`config.mk`:
```
export PLATFORM = sky130hd
export DESIGN_NAME = fifo_wr_arbiter
export DESIGN_NICKNAME = d
export VERILOG_FILES = /design/src/rtl/fifo_wr_arbiter_pkg.sv /design/src/rtl/fifo_wr_arbiter_rr_pick.sv /design/src/rtl/fifo_wr_arbiter.sv
export SDC_FILE = /design/constraint.sdc
export NUM_CORES = 1
export LEC_CHECK = 0
export CORE_ASPECT_RATIO = 2
export CORE_UTILIZATION = 44
export CTS_CLUSTER_SIZE = 16
export DETAILED_ROUTE_END_ITERATION = 12
export PLACE_DENSITY = 0.88
export SKIP_CTS_REPAIR_TIMING = 1
export SYNTH_ARGS = -nofsm -noshare
export SYNTH_HDL_FRONTEND = slang
export SYNTH_SLANG_ARGS = --single-unit
```
`constraint.sdc`:
```
create_clock -name clock -period 10.6 [get_ports clock]
set_input_delay 2.12 -clock clock [delete_from_list [all_inputs] [get_ports clock]]
set_output_delay 2.12 -clock clock [all_outputs]
set_load 0.03 [all_outputs]
```
`src/rtl/fifo_wr_arbiter_pkg.sv`:
```
// Shared types and constants for the FIFO write-port arbiter.
// Used by fifo_wr_arbiter and rr_pick.
package fifo_wr_arbiter_pkg;

    typedef enum logic {
        IDLE  = 1'b0,
        BURST = 1'b1
    } arb_state_t;

    localparam int STALL_CNT_W = 16;

    // Index width for n requesters; never narrower than one bit.
    function automatic int REQ_IDX_W(input int n);
        return (n <= 2) ? 1 : $clog2(n);
    endfunction

endpackage

```
`src/rtl/fifo_wr_arbiter_rr_pick.sv`:
```
// Round-robin picker: rotates the valid vector so i_ptr is at bit 0, takes the lowest set bit,
// then maps that offset back to an absolute index. Purely combinational.
module rr_pick #(
    parameter int N  = 4,
    parameter int IW = 2
) (
    input  logic [N-1:0]  i_valid,
    input  logic [IW-1:0] i_ptr,
    output logic          o_found,
    output logic [IW-1:0] o_idx
);

    localparam int             SW  = IW + 1;
    localparam logic [SW-1:0]  N_W = SW'(N);

    logic [2*N-1:0] w_dbl;
    logic [N-1:0]   w_rot;
    logic [IW-1:0]  w_off;
    logic [SW-1:0]  w_sum;

    assign w_dbl = {i_valid, i_valid};
    assign w_rot = w_dbl[i_ptr +: N];

    // NOTE: every output of a combinational block gets a default first, otherwise a latch is inferred.
    always_comb begin
        o_found = 1'b0;
        w_off   = '0;
        for (int j = N - 1; j >= 0; j--) begin
            if (w_rot[j]) begin
                o_found = 1'b1;
                w_off   = IW'(j);
            end
        end
    end

    assign w_sum = {1'b0, i_ptr} + {1'b0, w_off};
    assign o_idx = (w_sum >= N_W) ? IW'(w_sum - N_W) : IW'(w_sum);

endmodule

```
`src/rtl/fifo_wr_arbiter.sv`:
```
// Round-robin, burst-locking arbiter sharing one FIFO write port among NUM_REQ producers.
// Optional stall statistics (stats_clear / stall_cycles) are built when FIFO_WR_ARBITER_STATS_EN is defined.
module fifo_wr_arbiter
    import fifo_wr_arbiter_pkg::*;
#(
    parameter int WIDTH      = 32,
    parameter int NUM_REQ    = 4,
    parameter int ADDR_WIDTH = 5,
    parameter int MAX_BURST  = 8
) (
    input  logic                            clock,
    input  logic                            aresetn,
    input  logic [NUM_REQ-1:0]              req_valid,
    input  logic [NUM_REQ*WIDTH-1:0]        req_data,
    output logic [NUM_REQ-1:0]              req_ready,
    input  logic [ADDR_WIDTH:0]             fifo_free,
    output logic                            fifo_wr_en,
    output logic [WIDTH-1:0]                fifo_wr_data,
    output logic [REQ_IDX_W(NUM_REQ)-1:0]   grant_id,
    output logic                            busy
`ifdef FIFO_WR_ARBITER_STATS_EN
    ,
    input  logic                            stats_clear,
    output logic [STALL_CNT_W-1:0]          stall_cycles
`endif
);

    localparam int                IW         = REQ_IDX_W(NUM_REQ);
    localparam int                CNT_W      = $clog2(MAX_BURST + 1);
    localparam logic [CNT_W-1:0]  BURST_LAST = CNT_W'(MAX_BURST);
    localparam logic [IW-1:0]     LAST_IDX   = IW'(NUM_REQ - 1);

    arb_state_t        r_state;
    logic [IW-1:0]     r_rr_ptr;
    logic [IW-1:0]     r_grant_id;
    logic [CNT_W-1:0]  r_beat_cnt;
    logic              r_wr_en;
    logic [WIDTH-1:0]  r_wr_data;

    logic              w_pick_found;
    logic [IW-1:0]     w_pick_idx;
    logic              w_space_ok;
    logic [IW-1:0]     w_sel_idx;
    logic              w_sel_valid;
    logic              w_ready_sel;
    logic              w_accept;
    logic [WIDTH-1:0]  w_sel_data;
    logic [CNT_W-1:0]  w_cnt_inc;

    function automatic logic [IW-1:0] wrap_inc(input logic [IW-1:0] idx);
        return (idx == LAST_IDX) ? '0 : idx + 1'b1;
    endfunction

    rr_pick #(
        .N  (NUM_REQ),
        .IW (IW)
    ) u_rr_pick (
        .i_valid (req_valid),
        .i_ptr   (r_rr_ptr),
        .o_found (w_pick_found),
        .o_idx   (w_pick_idx)
    );

    // The registered strobe is a write fifo_free does not reflect yet.
    assign w_space_ok  = fifo_free > {{ADDR_WIDTH{1'b0}}, r_wr_en};

    assign w_sel_idx   = (r_state == BURST) ? r_grant_id : w_pick_idx;
    assign w_sel_valid = (r_state == BURST) ? req_valid[r_grant_id] : w_pick_found;
    assign w_ready_sel = aresetn && w_space_ok && ((r_state == BURST) || w_pick_found);
    assign w_accept    = w_ready_sel && w_sel_valid;
    assign w_sel_data  = req_data[w_sel_idx*WIDTH +: WIDTH];
    assign w_cnt_inc   = r_beat_cnt + 1'b1;

    always_comb begin
        req_ready = '0;
        if (w_ready_sel) begin
            req_ready[w_sel_idx] = 1'b1;
        end
    end

    // NOTE: sequential state uses non-blocking assignments only, so every register samples pre-edge values.
    always_ff @(posedge clock or negedge aresetn) begin
        if (!aresetn) begin
            r_state    <= IDLE;
            r_rr_ptr   <= '0;
            r_grant_id <= '0;
            r_beat_cnt <= '0;
            r_wr_en    <= 1'b0;
            r_wr_data  <= '0;
        end else begin
            r_wr_en <= w_accept;
            if (w_accept) begin
                r_wr_data <= w_sel_data;
            end
            case (r_state)
                IDLE: begin
                    if (w_accept) begin
                        r_grant_id <= w_pick_idx;
                        r_beat_cnt <= CNT_W'(1);
                        if (MAX_BURST > 1) begin
                            r_state <= BURST;
                        end else begin
                            r_rr_ptr <= wrap_inc(w_pick_idx);
                        end
                    end
                end
                BURST: begin
                    if (w_accept) begin
                        if (w_cnt_inc == BURST_LAST) begin
                            r_state    <= IDLE;
                            r_rr_ptr   <= wrap_inc(r_grant_id);
                            r_beat_cnt <= '0;
                        end else begin
                            r_beat_cnt <= w_cnt_inc;
                        end
                    end else if (!req_valid[r_grant_id]) begin
                        // Owner went quiet: give up the rest of the burst.
                        r_state    <= IDLE;
                        r_rr_ptr   <= wrap_inc(r_grant_id);
                        r_beat_cnt <= '0;
                    end
                end
                default: r_state <= IDLE;
            endcase
        end
    end

    assign fifo_wr_en   = r_wr_en;
    assign fifo_wr_data = r_wr_data;
    assign grant_id     = r_grant_id;
    assign busy         = (r_state == BURST);

`ifdef FIFO_WR_ARBITER_STATS_EN
    logic [STALL_CNT_W-1:0] r_stall_cycles;

    always_ff @(posedge clock or negedge aresetn) begin
        if (!aresetn) begin
            r_stall_cycles <= '0;
        end else if (stats_clear) begin
            r_stall_cycles <= '0;
        end else if ((|req_valid) && !w_space_ok && (r_stall_cycles != '1)) begin
            r_stall_cycles <= r_stall_cycles + 1'b1;
        end
    end

    assign stall_cycles = r_stall_cycles;
`endif

endmodule

```
==> run_results.csv, run 1 <==
group,metric,value,unit
final_layout,drive_gt1_share,8.624,%
worst_setup_path,cp-end-kind,"output port",
timing,slew_headroom,26.61,%
worst_setup_path,crit_path_start_kind,"input pin",
worst_setup_path,reg2reg_to,"fifo_wr_data[9]",
power_and_ir_drop,netSwitchingPower,865.5,µW
detailed_routing,vias,3747,
placed_design,portBuffers,179,
cts,cts_sinks,42,
floorplanning,start_util,45.67,%
power_and_ir_drop,clkPwrFrac,10.3,%
floorplanning,die_x,65.04,µm
timing,worst_slack,2.366,ns
final_layout,area_growth,54.13,%
global_routing,grt_pass1_vias,3724,
placed_design,gp_congestion,0.7967,
floorplanning,dieHeight,128.1,µm
detailed_routing,drt-initial-drc-count,273,
cts,tritoncts,"built",
synth,syn_avg_cell_area,8.809,µm²
synth,yosysTopAreaCellShare,30.05,%
timing,fmax,121.4,MHz
synth,synth_edf_count,0,
placed_design,hpwl,8449,µm
timing,slew_violations,0,
synth,syn_area,3497,µm²
synth,yosysTopAreaCell,"dfrtp_1",
worst_hold_path,hold_path_depth,2,
worst_setup_path,worstSetupPathType,"input pin to output port",
worst_setup_path,cp_max_fo,34,
global_routing,grt_pass1_wl,18240,µm
synth,synthesis.nets,541,
global_routing,track_usage,28.50,%
timing,finalCritPeriodShare,77.68,%
power_and_ir_drop,leakage,0.002091,µW
placed_design,dp_slack,2.388,ns
outcome,status,"complete, no violations",
worst_setup_path,crit_path_top_delay_cell,"clkdlybuf4s50_1",
floorplanning,coreArea,7657,µm²
timing,setup_tns,0,ns
cts,ctsLongestPathBuffers,2,
detailed_routing,viasPerCell,5.864,
cts,clockRootBuffer,"clkbuf_16",
worst_setup_path,required,8.48,ns
global_routing,grt_antenna_before_repair,0,
worst_setup_path,rr_worst_depth,11,
power_and_ir_drop,total_power,1699,µW
job,maxCapViolCount,0,
worst_setup_path,cp_cell_sequence,"clkdlybuf4s50_1, nor2_1, a221o_1, nand2_1, o221ai_1, ha_1, xor2_1, nor4_1, a221o_1, buf_4, or2_2, nor3b_2, clkdlybuf4s50_1",
floorplanning,ios,180,
cts,path_clk_slew,0.06,ns
synth,synth_cell_types,44,
worst_setup_path,r2r_slack,7.02,ns
power_and_ir_drop,internal_power,833.8,µW
worst_setup_path,cp-startpoint,"req_valid[0]",
worst_hold_path,min_to,"fifo_wr_data[4]",
synth,ys_seq_area_share,30.05,%
power_and_ir_drop,irDropWorstVdd,0.6292,mV
timing,worst_pin_slew,1.101,ns
final_layout,n_antenna_cell,0,
synth,yosysWarnings,0,
cts,cts_buffers,5,
synth,synthArstFlopShare,100.0,%
synth,synth-main-ff-cell,"dfrtp_1",
worst_setup_path,r2r-start,"r_rr_ptr[0]",
worst_setup_path,crit_arrival,6.11,ns
power_and_ir_drop,pwr-share-seq,18.3,%
cts,clk_latency,0.29,ns
final_layout,postLayoutCoreUtil,70.39,%
floorplanning,row_count,45,
worst_hold_path,min_path_type,"register to register",
power_and_ir_drop,power_frac_comb,71.4,%
global_routing,grt_max_degree,96,
floorplanning,dieArea,8330,µm²
final_layout,n_fill_cell,628,
worst_setup_path,cpPeakStageDelay,0.70,ns
global_routing,overflow,0,
worst_hold_path,hp-start,"fifo_wr_data[4]",
final_layout,nets,688,
timing,rsz0062_at_grt,"no",
timing,setup_viol,0,
detailed_routing,drt_wl_total,11750,µm
detailed_routing,antenna_left,0,
timing,skew,0.007896,ns
synth,synth_commonest_cells,"o211ai_1 (44), dfrtp_1 (42), nand2_1 (42)",
timing,hold_viol,0,
power_and_ir_drop,switching_share,50.93,%
detailed_routing,drcViolationCount,0,
synth,yosysMostFrequentCell,"o211ai_1",
synth,synth-seq-cells,42,
timing,fin_crit,8.234,ns
detailed_routing,dr.pass1.iters,6,
power_and_ir_drop,power.density,315.3,nW/µm²
cts,htreeDepth,2,
synth,synth_cells,397,
synth,yosys-top-cells-area,"dfrtp_1 (30%), mux2i_1 (9.7%), o211ai_1 (9.4%), o211ai_2 (7.2%), nor4_1 (6.1%)",
detailed_routing,routedWlPerCell,18.39,µm
==> power groups by stage <==
stage	Clock (µW)	Combinational, µW	Sequential [µW]
2_1_floorplan	0	763	418
3_3_place_gp	0	1180	308
3_5_place_dp	0	1210	312
4_1_cts	178	1220	311
5_1_grt	184	1310	321
6_report	174	1210	311
==> cell type report <==
class / count / area [µm²] / share of cell area, %
inverter: 3 / 16.27 / 0.3018
sequential: 42 / 1051 / 19.50
timing repair buffer: 184 / 1824 / 33.84
clock inverter: 2 / 37.54 / 0.6964
multi-input combinational: 308 / 2215 / 41.09
clock buffer: 6 / 128.9 / 2.391
tap: 94 / 117.6 / 2.182
==> cells in the final DEF, fill, tap and decap left out, types with 2 or more instances in the layout <==
master	count
ha_1	4
a221o_1	2
dfrtp_1	42
buf_4	5
o221ai_1	2
clkdlybuf4s50_1	178
clkbuf_16	5
xnor2_1	2
a211oi_1	2
nor3_1	4
a21oi_1	3
mux2_2	5
inv_1	2
or2_2	2
or2_1	2
xor2_1	2
nand2_1	42
nor3b_1	6
o211ai_2	20
nand2b_1	33
nor2_1	8
mux2i_1	34
nand3_1	2
nor4_1	34
o211ai_1	44
o21ai_0	37
nor2b_1	3
==> stage by stage <==
stage               hold WS [ns]  cell area, µm²  cells
floorplan                 0.5221            3497    397
global placement          0.4698            5224    631
detailed placement        0.4759            5224    631
CTS                       0.4937            5390    639
global route              0.5193            5390    639
finish                    0.4897            5390    639
==> state kept, by name (all words and copies together), names as in the netlist <==
register / count
r_rr_ptr: 2
r_beat_cnt: 4
grant_id: 2
fifo_wr_en: 1
busy: 1
fifo_wr_data: 32
==> worst max-delay path: cells and delay by family <==
family | cells | cell delay, ns
buf+inv | 3 | 1.51
simple gates | 5 | 1.16
compound gates | 3 | 0.83
fa+ha+maj | 1 | 0.24
xor+xnor | 1 | 0.24
==> worst max-delay path by stage <==
stage                     slack, ns           end
after CTS                      2.38  req_ready[2]
after detailed placement       2.39  req_ready[2]
final                          2.37  req_ready[2]
after global routing           2.20  req_ready[2]
after global placement         2.56  req_ready[2]
after floorplan                3.83  req_ready[0]
==> cells by family after synthesis <==
family	Yosys count	share of synthesized area, %
AOI/OAI and AO/OA	114	25.12
xor gates and xnor gates	4	1.002
adders and majority gates	4	1.431
buffers and inverters	47	7.084
DFF	42	30.05
muxes	42	12.70
and+or+nand+nor	144	22.61
==> layer usage <==
| layer | vias up | part of all wire [%] | GRT usage [%] |
|---|---|---|---|
| met5 | - | 0 | 0 |
| met4 | 0 | 3.4 | 13.43 |
| met1 | 1799 | 36 | 29.99 |
| li1 | 1783 | - | - |
| met3 | 29 | 5.0 | 4.270 |
| met2 | 136 | 56 | 53.43 |
(Power assumes the default switching activity.)
==> run 2, diff against run 1 <==
--- a/config.mk
+++ b/config.mk
@@ -6,10 +6,10 @@
 export NUM_CORES = 1
 export LEC_CHECK = 0
 export CORE_ASPECT_RATIO = 2
-export CORE_UTILIZATION = 44
+export CORE_UTILIZATION = 41
 export CTS_CLUSTER_SIZE = 16
 export DETAILED_ROUTE_END_ITERATION = 12
-export PLACE_DENSITY = 0.88
+export PLACE_DENSITY = 0.82
 export SKIP_CTS_REPAIR_TIMING = 1
 export SYNTH_ARGS = -nofsm -noshare
 export SYNTH_HDL_FRONTEND = slang
==> constraint.sdc (replaced) <==
create_clock -name clock -period 8.6 [get_ports clock]
set_input_delay 1.72 -clock clock [delete_from_list [all_inputs] [get_ports clock]]
set_output_delay 1.72 -clock clock [all_outputs]
set_load 0.03 [all_outputs]
==> run_results.csv, run 2 (synthesized netlist as in run 1, its figures left out) <==
group,metric,value,unit
final_layout,multiInputGateArea,2215,µm²
placed_design,hpwl,8212,µm
final_layout,instances_no_fill,644,
timing,slew_headroom,28.32,%
timing,rsz0062_at_grt,"no",
cts,ctsLongestPathBuffers,2,
worst_setup_path,worstSetupPathType,"input pin to output port",
final_layout,n_antenna_cell,0,
floorplanning,dieHeight,132.6,µm
final_layout,nets,689,
worst_hold_path,min_to,"fifo_wr_data[8]",
timing,skew,0.004602,ns
worst_setup_path,crit_path_start_kind,"input pin",
final_layout,largest_reg_flops,32,
worst_setup_path,required,6.88,ns
global_routing,grt_max_degree,51,
power_and_ir_drop,power.density,385.9,nW/µm²
timing,finalCritPeriodShare,85.76,%
floorplanning,ios,180,
floorplanning,dieArea,8925,µm²
cts,cts_buffers,5,
worst_hold_path,hp-start,"fifo_wr_data[8]",
detailed_routing,viasPerCell,5.835,
power_and_ir_drop,irDropWorstVdd,0.3579,mV
cts,htreeDepth,2,
floorplanning,start_util,42.18,%
detailed_routing,drcViolationCount,0,
global_routing,grt_antenna_before_repair,0,
worst_setup_path,r2r-start,"r_rr_ptr[0]",
outcome,status,"complete, no violations",
floorplanning,row_count,47,
worst_hold_path,hold_path_depth,2,
worst_setup_path,cp-end-kind,"output port",
timing,fin_crit,7.375,ns
worst_setup_path,r2r_slack,4.76,ns
global_routing,track_usage,25.90,%
final_layout,regArea,1051,µm²
timing,setup_tns,0,ns
timing,slew_violations,0,
cts,clk_latency,0.29,ns
worst_setup_path,cp_max_fo,34,
placed_design,portBuffers,179,
timing,hold_viol,0,
detailed_routing,vias,3758,
timing,fmax,135.6,MHz
final_layout,n_fill_cell,708,
final_layout,final_common_cell,"clkdlybuf4s50_1",
detailed_routing,antenna_left,0,
worst_setup_path,rr_worst_depth,11,
global_routing,grt_pass1_wl,17640,µm
global_routing,overflow,0,
detailed_routing,drt-initial-drc-count,244,
global_routing,grt_pass1_vias,3813,
cts,path_clk_slew,0.06,ns
detailed_routing,drt_wl_total,11400,µm
final_layout,area_growth,54.45,%
placed_design,placedCellCount,636,
detailed_routing,dr.pass1.iters,4,
timing,worst_pin_slew,1.075,ns
detailed_routing,routedWlPerCell,17.70,µm
placed_design,gp_congestion,0.8527,
timing,setup_viol,0,
job,maxCapViolCount,0,
final_layout,drive_gt1_share,8.974,%
floorplanning,coreArea,8292,µm²
power_and_ir_drop,leakage,0.002102,µW
cts,cts_sinks,42,
worst_hold_path,min_path_type,"register to register",
worst_setup_path,reg2reg_to,"fifo_wr_data[2]",
floorplanning,die_x,67.31,µm
cts,tritoncts,"built",
worst_setup_path,crit_arrival,5.66,ns
final_layout,layout_common_cells,"clkdlybuf4s50_1 (178), o211ai_1 (44), nand2_1 (42), dfrtp_1 (42), o21ai_0 (37)",
cts,clockRootBuffer,"clkbuf_16",
## run 2: critical path, stage by stage
cell and delay (ns):
clkdlybuf4s50_1 0.60, nor2_1 0.07, a221o_1 0.36, nand2_1 0.07, o221ai_1 0.12, ha_1 0.25, xnor2_1 0.31, nor3b_1 0.10
a221o_1 0.71, or2_2 0.50, nor3_2 0.15, clkdlybuf4s50_1 0.70
## run 2: cell type report
type,instances,area share [%]
Clock inverter,3,0.7413
Timing Repair Buffer,185,33.91
Sequential cell,42,19.46
Multi-Input combinational cell,308,41.00
Inverter,3,0.3011
Clock buffer,5,2.316
Tap cell,98,2.270
## run 2: metrics by stage
stage | area, µm² | hold WS, ns | power, µW | worst slack [ns] | util, %
floorplan | 3497 | 0.5221 | 1456 | 2.632 | -
global placement | 5236 | 0.4696 | 1837 | 1.448 | 63.15
detailed placement | 5236 | 0.4732 | 1872 | 1.263 | 63.15
CTS | 5401 | 0.4883 | 2095 | 1.251 | 65.14
global route | 5401 | 0.5040 | 2225 | 1.075 | 65.14
finish | 5401 | 0.4842 | 2084 | 1.225 | 65.14
## run 2: worst max path at each step
stage | cells after the start | start | slack [ns] | endpoint
after floorplan | 9 | req_valid[0] | 2.63 | req_ready[0]
after global placement | 12 | req_valid[0] | 1.45 | req_ready[2]
after detailed placement | 12 | req_valid[0] | 1.26 | req_ready[3]
after CTS | 12 | req_valid[0] | 1.25 | req_ready[2]
after global routing | 12 | req_valid[0] | 1.07 | req_ready[2]
final | 12 | req_valid[0] | 1.22 | req_ready[3]
## run 2: report_power, final
part | total (µW) | switching (µW) | internal (µW) | leakage, µW
clock | 215 | 79.2 | 136 | 0.0000836
sequential | 379 | 82.4 | 297 | 0.000518
combinational | 1490 | 896 | 594 | 0.00150
## run 2: metal layers
metal	vias to the layer above	track usage [%]	wire length (µm)
met5	-	0	0
met1	1806	26.38	4115
met2	145	48.00	6386
met3	28	3.707	477
li1	1779	-	-
met4	0	13.12	420
==> run 3, diff against run 2 <==
--- a/config.mk
+++ b/config.mk
@@ -9,6 +9,7 @@
 export CORE_UTILIZATION = 41
 export CTS_CLUSTER_SIZE = 16
 export DETAILED_ROUTE_END_ITERATION = 12
+export HOLD_SLACK_MARGIN = 0.12
 export PLACE_DENSITY = 0.82
 export SKIP_CTS_REPAIR_TIMING = 1
 export SYNTH_ARGS = -nofsm -noshare
==> results of run 3 <==
Final layout, timing and power as in run 2 (identical DEF).
